$ cat src/rtl/aes_inv_key_schedule.sv
// rtl/aes_inv_key_schedule.sv - AES-128 reverse round-key generator, round 10 down to 0
module aes_sbox (
  input  logic [7:0] x,
  output logic [7:0] s
);

  logic [7:0] sq;
  logic [7:0] inv;

  function automatic logic [7:0] gf_mul(input logic [7:0] a, input logic [7:0] b);
    logic [7:0] p;
    logic [7:0] aa;
    p  = 8'h00;
    aa = a;
    for (int i = 0; i < 8; i++) begin
      if (b[i]) p = p ^ aa;
      aa = {aa[6:0], 1'b0} ^ (aa[7] ? 8'h1b : 8'h00);
    end
    return p;
  endfunction

  // Multiplicative inverse as x^254 (maps 0 to 0), followed by the affine transform
  always_comb begin
    sq  = x;
    inv = 8'h01;
    for (int i = 0; i < 7; i++) begin
      sq  = gf_mul(sq, sq);
      inv = gf_mul(inv, sq);
    end
    s = inv ^ {inv[6:0], inv[7]} ^ {inv[5:0], inv[7:6]} ^
        {inv[4:0], inv[7:5]} ^ {inv[3:0], inv[7:4]} ^ 8'h63;
  end

endmodule

module aes_inv_key_schedule (
  input  logic         clk,
  input  logic         rst,
  input  logic [0:127] last_key,
  input  logic         key_valid,
  output logic         key_ready,
  input  logic         rk_ready,
  output logic         rk_valid,
  output logic [0:127] round_key,
  output logic [3:0]   rk_round,
  output logic         rk_last
);

  typedef enum logic {IDLE, EMIT} state_t;
  state_t state;

  logic [0:31]  w0, w1, w2, w3;
  logic [0:31]  v0, v1, v2, v3;
  logic [0:31]  rot, sub;
  logic [7:0]   rcon;
  logic [0:127] prev_key;

  assign w0 = round_key[0:31];
  assign w1 = round_key[32:63];
  assign w2 = round_key[64:95];
  assign w3 = round_key[96:127];

  assign v3  = w3 ^ w2;
  assign v2  = w2 ^ w1;
  assign v1  = w1 ^ w0;
  assign rot = {v3[8:31], v3[0:7]};

  for (genvar i = 0; i < 4; i++) begin : g_sub
    aes_sbox u_sbox (
      .x (rot[8*i +: 8]),
      .s (sub[8*i +: 8])
    );
  end

  always_comb begin
    rcon = 8'h00;
    case (rk_round)
      4'd1:    rcon = 8'h01;
      4'd2:    rcon = 8'h02;
      4'd3:    rcon = 8'h04;
      4'd4:    rcon = 8'h08;
      4'd5:    rcon = 8'h10;
      4'd6:    rcon = 8'h20;
      4'd7:    rcon = 8'h40;
      4'd8:    rcon = 8'h80;
      4'd9:    rcon = 8'h1b;
      4'd10:   rcon = 8'h36;
      default: rcon = 8'h00;
    endcase
  end

  assign v0       = w0 ^ sub ^ {rcon, 24'h000000};
  assign prev_key = {v0, v1, v2, v3};

  // All outputs are registers, so rk_ready only ever reaches them through a flop
  always_ff @(posedge clk) begin
    if (rst) begin
      state     <= IDLE;
      round_key <= '0;
      rk_round  <= 4'd0;
      rk_valid  <= 1'b0;
      rk_last   <= 1'b0;
      key_ready <= 1'b1;
    end else begin
      case (state)
        IDLE: begin
          if (key_valid) begin
            state     <= EMIT;
            round_key <= last_key;
            rk_round  <= 4'd10;
            rk_valid  <= 1'b1;
            rk_last   <= 1'b0;
            key_ready <= 1'b0;
          end
        end
        EMIT: begin
          if (rk_ready) begin
            if (rk_round == 4'd0) begin
              state     <= IDLE;
              rk_valid  <= 1'b0;
              rk_last   <= 1'b0;
              key_ready <= 1'b1;
            end else begin
              round_key <= prev_key;
              rk_round  <= rk_round - 4'd1;
              rk_last   <= (rk_round == 4'd1);
            end
          end
        end
        default: begin
          state     <= IDLE;
          rk_valid  <= 1'b0;
          rk_last   <= 1'b0;
          key_ready <= 1'b1;
        end
      endcase
    end
  end

endmodule

$ cat config.mk
export PLATFORM = sky130hd
export DESIGN_NAME = aes_inv_key_schedule
export DESIGN_NICKNAME = d
export VERILOG_FILES = /design/src/rtl/aes_inv_key_schedule.sv
export SDC_FILE = /design/constraint.sdc
export NUM_CORES = 2
export LEC_CHECK = 0
export ABC_AREA = 1
export BUFFER_PORTS_ARGS = -buffer_cell sky130_fd_sc_hd__buf_4
export CORE_UTILIZATION = 30
export CTS_CLUSTER_SIZE = 40
export DETAILED_ROUTE_END_ITERATION = 6
export GPL_TIMING_DRIVEN = 0
export PLACE_DENSITY_LB_ADDON = 0.25
export SLEW_MARGIN = 5
export SYNTH_ARGS = -nofsm -noshare
export SYNTH_HDL_FRONTEND = slang
export SYNTH_SLANG_ARGS = --single-unit
export TNS_END_PERCENT = 10
$ cat constraint.sdc
create_clock -name clk -period 17.04 [get_ports clk]
set_input_delay 5.112 -clock clk [delete_from_list [all_inputs] [get_ports clk]]
set_output_delay 5.112 -clock clk [all_outputs]
set_load 0.02 [all_outputs]
==> flow_metrics.py <==
metrics = {
    "clock_tree": {
        "clk_latency_ps": 500,
        "clk_pin_slew_worst_paths_ps": 80,
        "hold_buffers": 0,
        "cts_max_level": 4,
        "cts_made_buffers": 17,
        "clk_path_buf_depth": 2,
        "root_buffer": "clkbuf_16",
        "clkSinkCount": 144,
        "cts_tree": "done",
    },
    "timing": {
        "fin_crit_sh_pct": 91.7,
        "slew_headroom_pct": 7.09,
        "holdWs_ps": 515,
        "hold_violations": 0,
        "tightestPinTransition_ps": 1390,
        "max_clock_freq_mhz": 64.0,
        "skew_ps": 25.7,
        "period_needed_ps": 15630,
        "setup_viol": 0,
        "fin_setup_tns_ps": 0,
        "drv_slew": 0,
        "setup_ws_ps": 1410,
        "rsz0062_at_grt": "true",
    },
    "logic_synthesis": {
        "ys_seq_area_share_pct": 3.90,
        "ys_types": 60,
        "synth_warnings": 0,
        "synth_edf_count": 0,
        "synth-async-reset-ratio_pct": 0,
        "synth_cells": 15000,
        "synth.avg_cell_area_um2": 4.94,
        "syn_area_mm2": 0.0740,
        "ys.flop_type": "dfxtp_1",
        "ys_ff_latch": 144,
        "syn_nets": 15100,
    },
    "worst_setup_path": {
        "r2r_end": "round_key[7]$_SDFFE_PP0P_",
        "reg2reg_from": "round_key[72]$_SDFFE_PP0P_",
        "cp.required_ps": 17380,
        "cp-startpoint": "round_key[72]$_SDFFE_PP0P_",
        "crit_path_start_kind": "flip-flop",
        "cp_common_cell": "nand2_1",
        "critPathMaxFanout": 10,
        "reg2reg_setup_slack_ps": 1410,
        "critPathMaxStageDelay_ps": 400,
        "crit_arrival_ps": 15970,
        "slowest_stage": "dfxtp_2",
        "crit_end": "round_key[7]$_SDFFE_PP0P_",
        "crit_type": "reg -> reg",
        "end_kind": "flip-flop",
        "reg2reg_depth": 107,
    },
    "route": {
        "wl_um": 303000,
        "drtAntennaViolNets": 0,
        "drt_iter0_markers": 6807,
        "vias_per_cell": 4.94,
        "detail_route.wl_per_cell_um": 16.4,
        "vias": 91400,
        "first_pass_iters": 7,
        "drc_errors": 6,
    },
    "floorplanning": {
        "io_pins": 267,
        "start_util_pct": 30.3,
        "coreArea_mm2": 0.244,
        "row_count": 181,
        "die_w_um": 499,
        "die_h_um": 499,
        "dieArea_mm2": 0.249,
    },
    "flow_run": {
        "cap_violations": 0,
    },
    "grt": {
        "grt_use_met2_pct": 39.5,
        "grt_pass1_wl_um": 466000,
        "use_met1_pct": 29.3,
        "grt_util_met3_pct": 0.992,
        "antenna_found_initial": 22,
        "grt_max_degree": 20,
        "grt_usage_pct": 23.4,
        "grt_overflow": 0,
        "grt_pass1_vias": 80800,
        "grt-busiest-layer": "met2",
    },
    "finish": {
        "area_growth_syn_to_layout_pct": 9.43,
        "drive_gt1_share_pct": 9.11,
        "nets": 15400,
        "fin_util_pct": 33.2,
        "layout_commonest_cell": "nand2_1",
        "layout_common_cells": "6594 x nand2_1, 2130 x nand3_1, 1439 x inv_1",
    },
    "worst_hold_path": {
        "min_path_type": "reg -> reg",
        "worstHoldStart": "rk_valid$_SDFFE_PP0P_",
    },
    "run_status": {
        "outcome": "finished with violations",
        "failed_checks": "DRC",
    },
    "place": {
        "dpl_worst_slack_ps": -480,
        "dp_hpwl_um": 248000,
        "io_buffers": 266,
        "gp_congestion": 0.967,
    },
}
## worst min path at each step
stage | end | cells after the start
after CTS | rk_valid$_SDFFE_PP0P_ | 2
final | rk_valid$_SDFFE_PP0P_ | 2
after global placement | rk_valid$_SDFFE_PP0P_ | 2
after global routing | rk_valid$_SDFFE_PP0P_ | 2
after detailed placement | rk_valid$_SDFFE_PP0P_ | 2
after floorplan | rk_valid$_SDFFE_PP0P_ | 2
## flip-flops by register name (all words and copies together) (netlist names)
name       flops
state          1
rk_round       4
rk_valid       1
rk_last        1
rcon           8
round_key    128
key_ready      1
## area by class of cell
type                    count  area, um^2
multi-input cells       12800       62800
inverters                1693        6370
diodes                     22        55.1
clock buffers              18         439
fillers                 28200      163000
clock inverters            14         126
repair buffers            278        2090
flip-flops and latches    144        2890
plain buffers             377        2160
well taps                3202        4010
## what timing repair did
item / CTS / global route
setup buffers: 0 / 11
setup endpoints to repair: 8 / 9
pin swaps: 0 / 2
resized for setup: 3 / 64
endpoints found under the hold margin: 0 / 0
## critical path: cells and delay by family, from the launching register on
family | cells | cell delay [ps]
buffers and inverters | 22 | 3270
adders and majority gates | 4 | 1520
DFF | 1 | 400
xor gates and xnor gates | 8 | 1960
AOI/OAI and AO/OA | 4 | 430
and+or+nand+nor | 69 | 7890
## cells in the mapped netlist, types with 36 or more instances
library cell | number | share of area, %
nand2_1 | 6606 | 34
nand3_1 | 2130 | 14
inv_1 | 1441 | 7.3
nor2_1 | 1109 | 5.6
xor2_1 | 872 | 10
xnor2_1 | 413 | 4.9
nand2_2 | 328 | 2.8
o21ai_0 | 323 | 2.2
inv_2 | 218 | 1.1
nand3b_1 | 188 | 1.9
buf_2 | 147 | 0.99
dfxtp_1 | 144 | 3.9
clkbuf_1 | 113 | 0.57
nand4_1 | 113 | 0.96
a21oi_1 | 105 | 0.71
o21ai_1 | 75 | 0.51
buf_4 | 61 | 0.62
xor2_2 | 58 | 1.3
nand2_4 | 45 | 0.68
a211oi_1 | 40 | 0.41
or2_2 | 40 | 0.34
buf_6 | 36 | 0.55
or2_1 | 36 | 0.30
## cell families (layout without fill, tap and decap cells)
kind of cell    count (synthesis)  after routing  synth area share (%)
fa+ha+maj                      26             26                 0.440
xor+xnor                     1386           1386                  17.6
other cells                     0             22                     0
compound gates                675            675                  5.14
simple gates                10700          10700                  61.5
flops                         144            144                  3.90
buf+inv                      2071           2380                  11.5
## per-layer routing
layer	wire length [um]	share of wire (%)	vias up
met4	19900	6.6	0
met2	140000	46	2622
li1	-	-	47300
met3	13200	4.3	480
met1	130000	43	41000
met5	0	0	-
## per-stage QoR
step                instances  instance area (um^2)
floorplan               15000                 74000
finish                  18500                 81000
global route            18500                 81000
global placement        18500                 80000
CTS                     18500                 80600
detailed placement      18500                 80000
Power is not shown: default switching activity piles up to over one toggle a cycle in this logic, so the estimate is an artifact.
